[src/rtl/ad9244_emu.sv]
// AD9244 output-bus emulator: pattern generator, clamp/OTR, latency pipe, burst FSM.
// Define ADC_EMU_DITHER_EN to add LFSR[1:0] dither to constant and ramp modes.
module ad9244_emu #(
    parameter int DATA_W   = 14,
    parameter int PIPE_LAT = 8,
    parameter int SQ_HALF  = 16
) (
    input  logic              clk,
    input  logic              rst,
    input  logic              start,
    input  logic              stop,
    input  logic              en,
    input  logic [1:0]        mode,
    input  logic [DATA_W-1:0] const_val,
    input  logic [15:0]       burst_len,
    output logic [DATA_W-1:0] Data_O,
    output logic              OTR_O,
    output logic              valid_O,
    output logic              busy,
    output logic              done
);
    localparam logic [1:0] S_IDLE  = 2'd0;
    localparam logic [1:0] S_RUN   = 2'd1;
    localparam logic [1:0] S_FLUSH = 2'd2;
    localparam logic [1:0] M_CONST  = 2'd0;
    localparam logic [1:0] M_RAMP   = 2'd1;
    localparam logic [1:0] M_SQUARE = 2'd2;
    localparam logic [1:0] M_LFSR   = 2'd3;
    localparam int RAW_W = DATA_W + 2;
    localparam int PW    = DATA_W + 2;
    localparam logic [RAW_W-1:0] RAW_MAX   = {2'b00, {DATA_W{1'b1}}};
    localparam logic [3:0]       FLUSH_LAST = 4'(PIPE_LAT - 1);
    localparam logic [15:0]      SQ_LAST    = 16'(SQ_HALF - 1);

    logic [1:0]                   state_q, state_d, mode_q, mode_d;
    logic [15:0]                  cnt_q, cnt_d, sq_cnt_q, sq_cnt_d;
    logic [DATA_W:0]              acc_q, acc_d;
    logic                         sq_hi_q, sq_hi_d;
    logic [14:0]                  lfsr_q, lfsr_d, lfsr_nxt_s;
    logic [3:0]                   fcnt_q, fcnt_d;
    logic [PIPE_LAT-1:0][PW-1:0]  pipe_q, pipe_d;
    logic                         busy_q, busy_d, done_q, done_d;
    logic                         fire_s, otr_s;
    logic [RAW_W-1:0]             raw_s;
    logic [DATA_W-1:0]            sample_s;

    // Raw pattern value for the current sample and its clamp to the converter range.
    always_comb begin
        lfsr_nxt_s = {lfsr_q[13:0], lfsr_q[14] ^ lfsr_q[13]};
        case (mode_q)
            M_CONST:  raw_s = RAW_W'(const_val);
            M_RAMP:   raw_s = RAW_W'(acc_q);
            M_SQUARE: raw_s = sq_hi_q ? RAW_W'(const_val) : {RAW_W{1'b0}};
            M_LFSR:   raw_s = RAW_W'(lfsr_nxt_s);
            default:  raw_s = {RAW_W{1'b0}};
        endcase
`ifdef ADC_EMU_DITHER_EN
        if (mode_q == M_CONST || mode_q == M_RAMP) begin
            raw_s = raw_s + RAW_W'(lfsr_q[1:0]);
        end else begin
            raw_s = raw_s;
        end
`endif
        if (raw_s > RAW_MAX) begin
            sample_s = {DATA_W{1'b1}};
            otr_s    = 1'b1;
        end else begin
            sample_s = raw_s[DATA_W-1:0];
            otr_s    = 1'b0;
        end
    end

    // Burst FSM, generator state update and latency pipe next-state.
    always_comb begin
        state_d  = state_q;
        mode_d   = mode_q;
        cnt_d    = cnt_q;
        acc_d    = acc_q;
        sq_cnt_d = sq_cnt_q;
        sq_hi_d  = sq_hi_q;
        lfsr_d   = lfsr_q;
        fcnt_d   = fcnt_q;
        fire_s   = 1'b0;
        case (state_q)
            S_IDLE: begin
                if (start) begin
                    state_d  = S_RUN;
                    mode_d   = mode;
                    cnt_d    = 16'd0;
                    acc_d    = {(DATA_W+1){1'b0}};
                    sq_cnt_d = 16'd0;
                    sq_hi_d  = 1'b1;
                end else begin
                    state_d = S_IDLE;
                end
            end
            S_RUN: begin
                fire_s = en;
                if (en) begin
                    cnt_d = cnt_q + 16'd1;
                    if (mode_q == M_RAMP) begin
                        acc_d = acc_q + {{DATA_W{1'b0}}, 1'b1};
                    end else begin
                        acc_d = acc_q;
                    end
                    if (mode_q == M_SQUARE && sq_cnt_q == SQ_LAST) begin
                        sq_cnt_d = 16'd0;
                        sq_hi_d  = ~sq_hi_q;
                    end else if (mode_q == M_SQUARE) begin
                        sq_cnt_d = sq_cnt_q + 16'd1;
                    end else begin
                        sq_cnt_d = sq_cnt_q;
                    end
`ifdef ADC_EMU_DITHER_EN
                    lfsr_d = lfsr_nxt_s;
`else
                    if (mode_q == M_LFSR) begin
                        lfsr_d = lfsr_nxt_s;
                    end else begin
                        lfsr_d = lfsr_q;
                    end
`endif
                end else begin
                    cnt_d = cnt_q;
                end
                if (stop || (en && burst_len != 16'd0 && (cnt_q + 16'd1) == burst_len)) begin
                    state_d = S_FLUSH;
                    fcnt_d  = 4'd0;
                end else begin
                    state_d = S_RUN;
                end
            end
            S_FLUSH: begin
                if (fcnt_q == FLUSH_LAST) begin
                    state_d = S_IDLE;
                end else begin
                    fcnt_d = fcnt_q + 4'd1;
                end
            end
            default: state_d = S_IDLE;
        endcase

        pipe_d[0] = {fire_s, otr_s, sample_s};
        for (int i = 1; i < PIPE_LAT; i++) begin
            pipe_d[i] = pipe_q[i-1];
        end
        // Output stage keeps the last bus value when no valid sample arrives.
        pipe_d[PIPE_LAT-1] = pipe_d[PIPE_LAT-1][PW-1] ? pipe_d[PIPE_LAT-1]
                                                     : {1'b0, pipe_q[PIPE_LAT-1][PW-2:0]};
        busy_d = (state_d != S_IDLE);
        done_d = (state_d == S_FLUSH) && (fcnt_d == FLUSH_LAST);
    end

    // State registers with asynchronous reset.
    always_ff @(posedge clk or posedge rst) begin
        if (rst) begin
            state_q  <= S_IDLE;
            mode_q   <= 2'd0;
            cnt_q    <= 16'd0;
            acc_q    <= {(DATA_W+1){1'b0}};
            sq_cnt_q <= 16'd0;
            sq_hi_q  <= 1'b1;
            lfsr_q   <= 15'h0001;
            fcnt_q   <= 4'd0;
            pipe_q   <= '0;
            busy_q   <= 1'b0;
            done_q   <= 1'b0;
        end else begin
            state_q  <= state_d;
            mode_q   <= mode_d;
            cnt_q    <= cnt_d;
            acc_q    <= acc_d;
            sq_cnt_q <= sq_cnt_d;
            sq_hi_q  <= sq_hi_d;
            lfsr_q   <= lfsr_d;
            fcnt_q   <= fcnt_d;
            pipe_q   <= pipe_d;
            busy_q   <= busy_d;
            done_q   <= done_d;
        end
    end

    assign Data_O  = pipe_q[PIPE_LAT-1][DATA_W-1:0];
    assign OTR_O   = pipe_q[PIPE_LAT-1][DATA_W];
    assign valid_O = pipe_q[PIPE_LAT-1][PW-1];
    assign busy    = busy_q;
    assign done    = done_q;
endmodule

[config.mk]
export PLATFORM = sky130hd
export DESIGN_NAME = ad9244_emu
export DESIGN_NICKNAME = d
export VERILOG_FILES = /design/src/rtl/ad9244_emu.sv
export SDC_FILE = /design/constraint.sdc
export NUM_CORES = 1
export LEC_CHECK = 0
export CAP_MARGIN = 30
export CELL_PAD_IN_SITES_DETAIL_PLACEMENT = 0
export CELL_PAD_IN_SITES_GLOBAL_PLACEMENT = 1
export CORE_MARGIN = 5
export CORE_UTILIZATION = 37
export DETAILED_ROUTE_END_ITERATION = 8
export GPL_TIMING_DRIVEN = 1
export HOLD_SLACK_MARGIN = 0.15
export PLACE_DENSITY_LB_ADDON = 0.05
export SETUP_SLACK_MARGIN = 0.3
export SLEW_MARGIN = 20
export SYNTH_ARGS = -nofsm -noshare
export SYNTH_HDL_FRONTEND = slang
export SYNTH_SLANG_ARGS = --single-unit
[constraint.sdc]
create_clock -name clk -period 19.4 [get_ports clk]
set_input_delay 3.88 -clock clk [delete_from_list [all_inputs] [get_ports clk]]
set_output_delay 3.88 -clock clk [all_outputs]
set_load 0.1 [all_outputs]
* Word-level counts from Yosys, hierarchy flattened
Index checks and enable logic that the tools add are counted.
Storage, ports and cells: word-level logic and storage cells 85, flip-flop bits (word level) 201, output and inout port bits 18
Cells by class: reduce and logical (&&, ||, !) cells 16, $add $sub $neg 4, equality and inequality tests 15, bitwise gates (word level) 2, order comparisons 1, multiplexer cells 28
Operators with widths (number):
- two-way mux 16 bit | 6
- case mux 16 bit (2 select lines) | 2
- case mux 16 bit (4 select lines) | 1
- two-way mux 15 bit | 3
- adder 16 x 1 -> 16 bit, second input constant | 2
- case mux 15 bit (2 select lines) | 1
- two-way mux 14 bit | 2
- equality test 16 bit | 1
- equality test 16 x 4 -> 1 bit, second input constant | 1
- > comparator 16 x 14 -> 1 bit, second input constant | 1
- nonzero test 16 bit | 1
- adder 15 x 1 -> 15 bit, second input constant | 1
- AND reduction 4 bit | 3
- equality test 2 bit, second input constant | 4
- equality test 4 x 3 -> 1 bit, second input constant | 2
- two-way mux 4 bit | 2
- inequality test 2 bit, second input constant | 4
- case mux 4 bit (2 select lines) | 1
- two-way mux 1 bit | 6
- case mux 2 bit (3 select lines) | 1
- AND reduction 3 bit | 2
- adder 4 x 1 -> 4 bit, second input constant | 1
- equality test 2 x 1 -> 1 bit, second input constant | 2
- logical AND 1 bit | 4
- 9 further kinds | 12

* Logic depth before layout (Yosys ltp)
Gate-level depths: netlist of the first run.
word-level depth 8, depth in mapped cells 12, depth with buffers taken out 11

* Least setup slack after synthesis of the first run
Ideal clock, no wire load.
kind input-to-reg, from input burst_len[3], to register done_q (netlist: done), buffers on the path 0, arrival 5.632 ns, slack 13.700 ns, stages on the path 8, cell sequence xor2_1 -> xnor2_1 -> or4_4 -> nor4_4 -> a21oi_2 -> a211oi_2 -> and3b_1 -> and4_1
Between the ends: word-level cells in the longest chain between the ends 8, elaborated cells on any way between the ends 12, those cells by class 3 x eq/ne; 4 x mux; 5 x reduce/logical
Ends and longest elaborated chain:
- start, declared | RTL line 15 | input logic [15:0] burst_len,
- nonzero test 16 bit | RTL line 126 | if (stop || (en && burst_len != 16'd0 && (cnt_q + 16'd1) == burst_len)) begin
- logical AND 1 bit | RTL line 126
- logical AND 1 bit * | RTL line 126
- logical OR 1 bit * | RTL line 126
- two-way mux 4 bit or two-way mux 2 bit (tied branches) | RTL line 126
- case mux 4 bit (2 select lines) or case mux 2 bit (3 select lines) (tied branches) | RTL line 84 | case (state_q)
- equality test 4 x 3 -> 1 bit or equality test 2 bit (tied branches) | RTL line 151 | done_d = (state_d == S_FLUSH) && (fcnt_d == FLUSH_LAST);
- logical AND 1 bit * | RTL line 151
- via done_d | RTL line 42 | logic busy_q, busy_d, done_q, done_d;
- end signal, assigned | RTL line 179 | done_q <= done_d;
- end, declared | RTL line 42
Mark *: on every way through the listed nets, which the timed path passes. The rest lies on a longest branch. A chain may end at the register's enable or synchronous reset.

* Worst setup path in the final report of the first run
from input burst_len[12], to register done_q (netlist: done)
The elaborated chain is that of the path after synthesis.

==> summary.md, run 1 <==
| Metric | Value |
|---|---|
| Status | `completed` |
| Post_cts resized | `0` |
| Critical path's slowest cell | `clkdlybuf4s50_1` |
| Hpwl dp | `10200 um` |
| Placement Setup Slack | `12.89 ns` |
| Hold Path Class | `reg2reg` |
| Synth unique cells | `53` |
| WL/cell | `15.6 um` |
| Slew headroom | `32.9%` |
| RSZ-0062 raised after global routing | `false` |
| Post-CTS Hold Fix Bufs | `0` |
| Site row count | `53` |
| Starting Density | `37.8%` |
| Register-to-register setup slack | `~16 ns` |
| Sw power | `about 0.41 mW` |
| IO Count | `55` |
| Fin crit share | `31.0%` |
| Flop pwr share | `45.6%` |
| Delay-heaviest family, CP | `simple AND/OR/NAND/NOR gates` |
| Startpoint types | `input pin` |
| Kind of critical path | `in2reg` |
| GPL Wtd Cong | `0.768` |
| Area contributors post-synth | `dfrtp_1, mux2_2, o21ai_0` |
| Slowest stage delay, CP | `0.55 ns` |
| Final worst slack | `13.39 ns` |
| #FFs+latches synth | `201` |
| IO buf count | `54` |
| Remaining DRCs | `0` |
| Die Wd | `157 um` |
| Die Height | `between 150 and 200 um` |
| Sequential area share after synthesis | `63.2%` |
| Total power | `1.25 mW` |
| Via density | `~5` |
| Syn nets | `701` |
| Post-CTS setup buffer count | `0` |
| Clk Latency, worst-skew pair | `0.49 ns` |
| Final Core Density | `44.6%` |
| Drt total wl | `15400 um` |
| Drt pass-1 iters | `5` |
| Max VDD drop | `0.0584 mV` |
| Slew Limit Fails | `0` |
| CP max FO | `5` |
| Pwr dens | `around 130 nW/um^2` |
| Clk buf depth | `3` |
| Sw Share | `32.8%` |
| Initial antenna violation count | `0` |
| Clock Sinks | `approximately 200` |
| Number of global-route vias before repair | `5003` |
| Synth Warn # | `0` |
| Drt initial violations | `340` |
| Min Hold Slack | `0.342 ns` |
| CTS clk-pin slew, worst paths | `0.06 ns` |
| Most used cell, CP | `nand4_1` |
| Combinational Power Share | `22.8%` |
| Core area | `~21000 sq um` |
| Synthesized area | `7970 sq um` |
| Clock network fraction of design power | `a little under a third` |
| Die area | `24600 sq um` |
| Most used DFF post-synth | `dfrtp_1` |
| Final Hold Viols | `0` |
| Post-route ant nets | `0` |
| Fraction of layout cells with a size suffix above 1 | `13.7%` |
| Post-synth EDFFs | `0` |
| Required @ worst endpoint | `~20 ns` |
| Internal cell power | `0.843 mW` |
| Period minus WS final | `6.01 ns` |
| Tot GR Track Use | `between 10 and 15%` |
| Leading post-synthesis cells by instance count | `dfrtp_1, nand2_1, o21ai_0` |
| Via count | `4867` |
| First-pass GRT wire length | `26100 um` |
| Max-cap viol count | `0` |
| Root Buffer | `clkbuf_16` |
| WP buf/inv | `1` |
| Antenna fix cells | `0` |
| Leak | `4.29 nW` |
| Htree depth | `1` |
| Slew @ Worst Pin | `1.00 ns` |
| Num CTS Buffers | `22` |
| Fin nets | `roughly 740` |
| Worst Setup End Kind | `flop` |
| Post-Route Skew | `0.00537 ns` |
| Area Overhead vs Synth | `17.9%` |
| Async set-or-reset flop fraction in the synthesized netlist | `100%` |
| Max Clock Freq | `0.166 GHz` |
| Largest net degree at the start of global routing | `137` |
| WP data arrival | `6.44 ns` |
| Final setup TNS | `0 ns` |
| Most common cell in the netlist | `dfrtp_1` |
| GRT overflow | `0` |
| Final setup vio count | `0` |
| Share of the synthesized area in the top cell type | `62.5%` |
| Yosys top cell by area | `dfrtp_1` |
| Average size of a mapped cell | `12.1 sq um` |
| CTS tree | `done` |
| Cell Chain, Critical Path | `clkdlybuf4s50_1, nor4_1, nand4_1, nand4_1, or4_4, nor4_4, a21oi_2, a211oi_2, and3b_1, and4_1` |
| Post-Syn Instances | `656` |
==> stage by stage <==
stage	area (sq um)	cells
after global placement	8650	945
after CTS	9370	987
after detailed placement	8660	947
after global routing	9400	988
after floorplan	7970	656
final	9400	988
==> worst register-to-register path, delay by kind of cell, from the launching register on <==
kind             cells  cell delay [ns]
XOR/XNOR             1             0.11
AO/OA/AOI/OAI        2             0.42
flip-flops           1             0.44
AND/OR/NAND/NOR      6             2.11
==> layout by cell type, fill, tap and decap left out, types with 4 or more instances in the layout <==
| master | count |
|---|---|
| a21oi_1 | 4 |
| a31oi_1 | 4 |
| and2_1 | 4 |
| and3_1 | 7 |
| and4_1 | 5 |
| buf_4 | 4 |
| clkbuf_1 | 6 |
| clkbuf_16 | 22 |
| clkbuf_8 | 6 |
| clkdlybuf4s50_1 | 54 |
| dfrtp_1 | 199 |
| ha_1 | 8 |
| inv_1 | 7 |
| mux2_2 | 44 |
| nand2_1 | 67 |
| nand2b_1 | 5 |
| nand3_1 | 21 |
| nand4_1 | 16 |
| nor2_1 | 46 |
| nor3_1 | 6 |
| nor4_1 | 10 |
| o21ai_0 | 57 |
| o21ai_1 | 6 |
| o31ai_1 | 5 |
| xnor2_1 | 21 |
| xor2_1 | 26 |
==> sequential cells by signal, summed over array words and instances (netlist names), 2 cells and up <==
name,flops
acc_q,15
sq_cnt_q,16
lfsr_q,15
pipe_q,16
mode_q,2
fcnt_q,4
cnt_q,16
Data_O,14
pipe_d,96
state_q,2
==> area by class of cell <==
type,instances,area [sq um]
fill,1951,11700
sequential,201,5030
multi-input combinational,404,2680
clock buffer,34,656
timing repair buffer,59,598
tap,275,344
clock inverter,6,50.0
inverter,9,41.3
==> cell families after synthesis <==
logic type	count (synthesis)	synth area share [%]
AO/OA/AOI/OAI	94	6.88
XOR/XNOR	47	5.17
buffers and inverters	51	3.27
flip-flops	201	63.2
AND/OR/NAND/NOR	208	13.7
multiplexers	47	6.60
adder cells (fa/ha/maj)	8	1.26
==> metal layers <==
metal / up-vias / GRT usage, % / routed length [um] / part of all wire [%]
met1: 2427 / 19.7 / 7480 / 49
met3: 22 / 2.49 / 754 / 4.9
met5: - / 0 / 0 / 0
met2: 86 / 18.8 / 6890 / 45
li1: 2332 / - / - / -
met4: 0 / 3.60 / 264 / 1.7
==> power by group through the flow <==
| stage | Sequential, mW | Combinational (mW) | Clock, mW |
|---|---|---|---|
| 6_report | 0.572 | 0.286 | 0.396 |
| 5_1_grt | 0.586 | 0.308 | 0.427 |
| 4_1_cts | 0.575 | 0.288 | 0.410 |
| 3_5_place_dp | 0.582 | 0.287 | 0 |
| 3_3_place_gp | 0.578 | 0.281 | 0 |
| 2_1_floorplan | 0.565 | 0.233 | 0 |
==> final timing paths <==
check	from	cells past startpoint	endpoint
worst max-delay path	burst_len[12]	10	done
worst min-delay path	pipe_d[45]	0	pipe_d[61]
worst max register to register	cnt_q[0]	9	done
worst min register to register	pipe_d[45]	0	pipe_d[61]
max in group asynchronous	rst	3	pipe_d[33]
min in group asynchronous	rst	2	cnt_q[15]
(Power assumes the default switching activity.)
==> inputs of run 2 (changes only) <==
- clock period: 19.4 -> 5.2 ns (I/O delays scaled with it)
==> summary.md, run 2 (synthesis gave the netlist of run 1 again) <==
| Metric | Value |
|---|---|
| Max VDD drop | `0.309 mV (+430%)` |
| Starting Density | `37.8% (unchanged)` |
| Kind of critical path | `in2reg` |
| Period minus WS final | `3.12 ns` |
| Number of global-route vias before repair | `5135 (+2.6%)` |
| Post_cts resized | `0 (unchanged)` |
| IO Count | `55 (unchanged)` |
| Via count | `4889 (+0.45%)` |
| Final setup TNS | `0 ns (unchanged)` |
| Drt initial violations | `238 (-30%)` |
| Site row count | `53 (unchanged)` |
| Clk buf depth | `3 (unchanged)` |
| Drt pass-1 iters | `4 (-1)` |
| Num CTS Buffers | `23 (+4.5%)` |
| Slew @ Worst Pin | `0.979 ns (-0.0247 ns)` |
| Hpwl dp | `10000 um (-1.3%)` |
| Core area | `21100 sq um (unchanged)` |
| Die Height | `157 um (unchanged)` |
| Die area | `24600 sq um (unchanged)` |
| Required @ worst endpoint | `5.65 ns (-14.18 ns)` |
| # fillers | `1944 (-0.36%)` |
| Slew Limit Fails | `0 (unchanged)` |
| Placed Area | `8670 sq um (+0.10%)` |
| Post-route ant nets | `0 (unchanged)` |
| Post-CTS Hold Fix Bufs | `0 (unchanged)` |
| Remaining DRCs | `0 (unchanged)` |
| Hold Path Class | `reg2reg` |
| Final setup vio count | `0 (unchanged)` |
| Final Hold Viols | `0 (unchanged)` |
| CTS tree | `done` |
| Drt total wl | `15600 um (+1.2%)` |
| Commonest non-fill, non-tap cell in the layout | `dfrtp_1` |
| IO buf count | `54 (unchanged)` |
| WL/cell | `15.7 um (+0.93%)` |
| Largest net degree at the start of global routing | `186 (+36%)` |
| Initial antenna violation count | `0 (unchanged)` |
| Htree depth | `1 (unchanged)` |
| Via density | `4.93 (+0.15%)` |
| Non-Filler Instances | `991 (+0.30%)` |
| Clk Latency, worst-skew pair | `0.51 ns (+0.02 ns)` |
| Status | `completed` |
| Root Buffer | `clkbuf_16` |
| Max-cap viol count | `0 (unchanged)` |
| Worst Setup End Kind | `flop` |
| WP data arrival | `3.57 ns (-2.87 ns)` |
| Post-Route Skew | `0.00757 ns (+0.00219 ns)` |
| GPL Wtd Cong | `0.809 (+5.4%)` |
| CTS clk-pin slew, worst paths | `0.06 ns (about the same)` |
| Leak | `4.32 nW (+0.75%)` |
| Slew headroom | `34.6% (+1.7 points)` |
| Fin nets | `744 (+0.27%)` |
| Most frequent cells in the layout | `dfrtp_1, nand2_1, o21ai_0, clkdlybuf4s50_1, nor2_1` |
| GRT overflow | `0 (unchanged)` |
| Post-CTS setup buffer count | `0 (unchanged)` |
| Startpoint types | `input pin` |
| RSZ-0062 raised after global routing | `false` |
| Number of flip-flops in the largest register | `96 (unchanged)` |
| First-pass GRT wire length | `26600 um (+1.8%)` |
| Max Clock Freq | `between 0.3 and 0.4 GHz` |
| Fin crit share | `roughly three fifths` |
| CP max FO | `5 (unchanged)` |
| Total power | `4.78 mW (+280%)` |
| Clock Sinks | `201 (unchanged)` |
| Fraction of layout cells with a size suffix above 1 | `14.5% (+0.78 points)` |
| Area Overhead vs Synth | `18.8%` |
| Tot GR Track Use | `13.1% (+0.18 points)` |
| DP Cell Count | `947 (unchanged)` |
| Pwr dens | `505 nW/um^2 (+280%)` |
| Fin area | `9470 sq um (+0.75%)` |
| Min Hold Slack | `0.342 ns (+0.000441 ns)` |
| Die Wd | `157 um (unchanged)` |
| Antenna fix cells | `0 (unchanged)` |
-- run 2: cell types whose count changed in the layout (fill, tap and decap cells not counted), moves of 2 or more --
cell / change
clkbuf_1: -3
clkinvlp_4: +2
clkinv_2: +3
inv_8: -2
-- run 2: per-stage QoR --
stage / util, % / setup slack (ns)
global placement: 41.1 / 1.58
global route: 44.9 / 1.75
floorplan: - / 1.56
detailed placement: 41.1 / 1.55
finish: 44.9 / 2.08
CTS: 44.7 / 1.92
-- run 2: critical path: stages --
cell and delay (ns):
clkdlybuf4s50_1 0.54, nor4_1 0.10, nand4_1 0.09, nand4_1 0.11, or4_4 0.54, nor4_4 0.39, a21oi_2 0.16, a211oi_2 0.24
and3b_1 0.18, and4_1 0.18
-- run 2: final timing paths --
check / startpoint / to / slack, ns / cells past startpoint
max: burst_len[12] / done / 2.08 / 10
min: pipe_d[111] / pipe_q[111] / 0.34 / 0
max reg2reg: cnt_q[0] / done / 2.16 / 10
min reg2reg: pipe_d[111] / pipe_q[111] / 0.34 / 0
max in group asynchronous: rst / state_q[1] / 3.00 / 4
min in group asynchronous: rst / lfsr_q[8] / 0.89 / 2
-- run 2: routing by layer --
layer  wire length, um  GRT usage (%)
met4               356           3.88
met5                 0              0
met2              7070           20.1
met3               640           2.49
met1              7510           19.1
-- run 2: area by class of cell --
cell class              count  area (sq um)  area share [%]
multi-input cells         404          2680            28.3
inverters                   9          37.5           0.397
flip-flops and latches    201          5030            53.2
repair buffers             60           618            6.53
clock buffers              31           656            6.93
well taps                 275           344            3.63
clock inverters            11           104            1.10
-- run 2: power breakdown --
part           total, mW  switching, mW  internal, mW  leakage (nW)
logic               1.10          0.760         0.342          1.28
registers           2.10          0.170          1.93          2.67
clock network       1.57          0.630         0.942         0.375
==> inputs of run 3 (changes only) <==
- clock period: 5.2 -> 2.8 ns (I/O delays scaled with it)
==> summary.md, run 3 (synthesis gave the netlist of run 1 again) <==
| Metric | Value |
|---|---|
| Sw Share | `31.5% (-1.1 points)` |
| Site row count | `53 (unchanged)` |
| Post-CTS Hold Fix Bufs | `0 (unchanged)` |
| Starting Density | `37.8% (unchanged)` |
| Cell Chain, Critical Path | `nand4_4, buf_12, o21a_1, nor4_2, a31oi_1, nor4_4, a21oi_2, buf_4, nand2_2, o211ai_1, and4_1` |
| Clk buf depth | `3 (unchanged)` |
| Clock network fraction of design power | `34.5% (+1.6 points)` |
| WP buf/inv | `2 (+1)` |
| Max VDD drop | `0.700 mV (+130%)` |
| Final setup vio count | `0 (unchanged)` |
| GRT overflow | `0 (unchanged)` |
| Internal cell power | `6.43 mW (+100%)` |
| IO buf count | `54 (unchanged)` |
| Post-Route Skew | `0.00608 ns (-0.00149 ns)` |
| Period minus WS final | `2.58 ns` |
| Most frequent cells in the layout | `dfrtp_1, buf_4, nand2_1, o21ai_0, nor2_1` |
| Remaining DRCs | `0 (unchanged)` |
| Status | `completed` |
| CP max FO | `8 (+3)` |
| Initial antenna violation count | `0 (unchanged)` |
| Final Core Density | `47.4% (+2.5 points)` |
| Required @ worst endpoint | `3.20 ns (-2.45 ns)` |
| IO Count | `55 (unchanged)` |
| Via count | `5001 (+2.3%)` |
| Area Overhead vs Synth | `25.5%` |
| RSZ-0062 raised after global routing | `true` |
| Fraction of layout cells with a size suffix above 1 | `24.1% (+9.6 points)` |
| Fin nets | `797 (+7.1%)` |
| Drt pass-1 iters | `4 (unchanged)` |
| Fin crit share | `roughly 92%` |
| Kind of critical path | `reg2reg` |
| Hpwl dp | `10800 um (+7.4%)` |
| Core area | `21100 sq um (unchanged)` |
| First-pass GRT wire length | `27200 um (+2.1%)` |
| WP data arrival | `2.98 ns (-0.59 ns)` |
| Hold Path Class | `in2async` |
| Antenna fix cells | `0 (unchanged)` |
| Largest net degree at the start of global routing | `74 (-60%)` |
| Leak | `4.71 nW (+8.9%)` |
| Tot GR Track Use | `13.5% (+0.42 points)` |
| Slowest stage delay, CP | `0.43 ns (-0.11 ns)` |
| CTS tree | `done` |
| Post-route ant nets | `0 (unchanged)` |
| GPL Wtd Cong | `0.742 (-8.3%)` |
| WL/cell | `15.3 um (-2.8%)` |
| Delay-heaviest family, CP | `simple AND/OR/NAND/NOR gates` |
| Fin area | `10000 sq um (+5.7%)` |
| Max-cap viol count | `0 (unchanged)` |
| Slew headroom | `60.0% (+25 points)` |
| Final setup TNS | `0 ns (unchanged)` |
| Final Hold Viols | `0 (unchanged)` |
| Die Wd | `157 um (unchanged)` |
| Clk Latency, worst-skew pair | `0.51 ns (about the same)` |
| Commonest non-fill, non-tap cell in the layout | `dfrtp_1` |
| Startpoint types | `flop` |
| Clock Sinks | `201 (unchanged)` |
| Htree depth | `1 (unchanged)` |
| Die Height | `157 um (unchanged)` |
| Worst Setup End Kind | `flop` |
| Number of global-route vias before repair | `5352 (+4.2%)` |
| Combinational Power Share | `24.4% (+1.3 points)` |
| Pwr dens | `939 nW/um^2 (+86%)` |
| Critical path's slowest cell | `nor4_4` |
| Drt total wl | `15900 um (+2.2%)` |
| Placed Area | `9040 sq um (+4.2%)` |
| Die area | `24600 sq um (unchanged)` |
| Slew @ Worst Pin | `0.601 ns (-0.378 ns)` |
| Number of flip-flops in the largest register | `96 (unchanged)` |
| CTS clk-pin slew, worst paths | `0.06 ns (about the same)` |
| Via density | `4.80 (-2.7%)` |
| Num CTS Buffers | `23 (unchanged)` |
| Slew Limit Fails | `0 (unchanged)` |
| Sw power | `2.96 mW (+90%)` |
| Max Clock Freq | `just under 0.4 GHz` |
| Drt initial violations | `292 (+23%)` |
| Flop pwr share | `41.1% (-2.9 points)` |
| Root Buffer | `clkbuf_16` |
## run 3: final timing paths
kind	depth (start not counted)	slack, ns	start	to
setup / recovery	11	0.22	cnt_q[3]	done
hold / removal	2	0.31	rst	pipe_d[24]
setup reg to reg	11	0.22	cnt_q[3]	done
hold reg to reg	0	0.34	pipe_d[83]	pipe_d[99]
max in group asynchronous	3	1.84	rst	sq_hi_q
min in group clk	0	0.34	pipe_d[83]	pipe_d[99]
## run 3: what timing repair did
item                                    in CTS  in global routing
pin swaps                                   10                  2
buffers inserted                             4                  1
endpoints found under the setup margin       7                  8
resized for setup                            7                 13
## run 3: per-layer routing
layer	global-route usage [%]	wire length, um	part of all wire, %
met5	0	0	0
met4	4.01	338	2.1
met2	21.2	7230	45
met1	19.2	7520	47
met3	2.68	831	5.2
## run 3: final cells by class
cell class / instances / area [sq um]
inverters: 9 / 37.5
multi-input cells: 404 / 2760
clock inverters: 10 / 200
well taps: 275 / 344
clock buffers: 30 / 632
repair buffers: 113 / 992
flip-flops and latches: 201 / 5040
fillers: 1931 / 11100
## run 3: power by group through the flow
| stage | clock network, mW | logic [mW] | registers, mW |
|---|---|---|---|
| 6_report | 3.24 | 2.29 | 3.86 |
| 5_1_grt | 3.47 | 2.48 | 3.95 |
| 4_1_cts | 3.35 | 2.30 | 3.87 |
| 2_1_floorplan | 0 | 1.61 | 3.91 |
| 3_5_place_dp | 0 | 2.26 | 3.92 |
| 3_3_place_gp | 0 | 2.22 | 3.89 |
## run 3: metrics by stage
| stage | instances | worst slack [ns] | total power, mW | hold slack, ns |
|---|---|---|---|---|
| after floorplan | 656 | -0.361 | 5.53 | 0.331 |
| after global placement | 996 | -0.347 | 6.11 | 0.332 |
| after detailed placement | 997 | -0.421 | 6.18 | 0.335 |
| after CTS | 1041 | 0.186 | 9.52 | 0.291 |
| after global routing | 1042 | 0.0583 | 9.91 | 0.294 |
| final | 1042 | 0.219 | 9.40 | 0.314 |
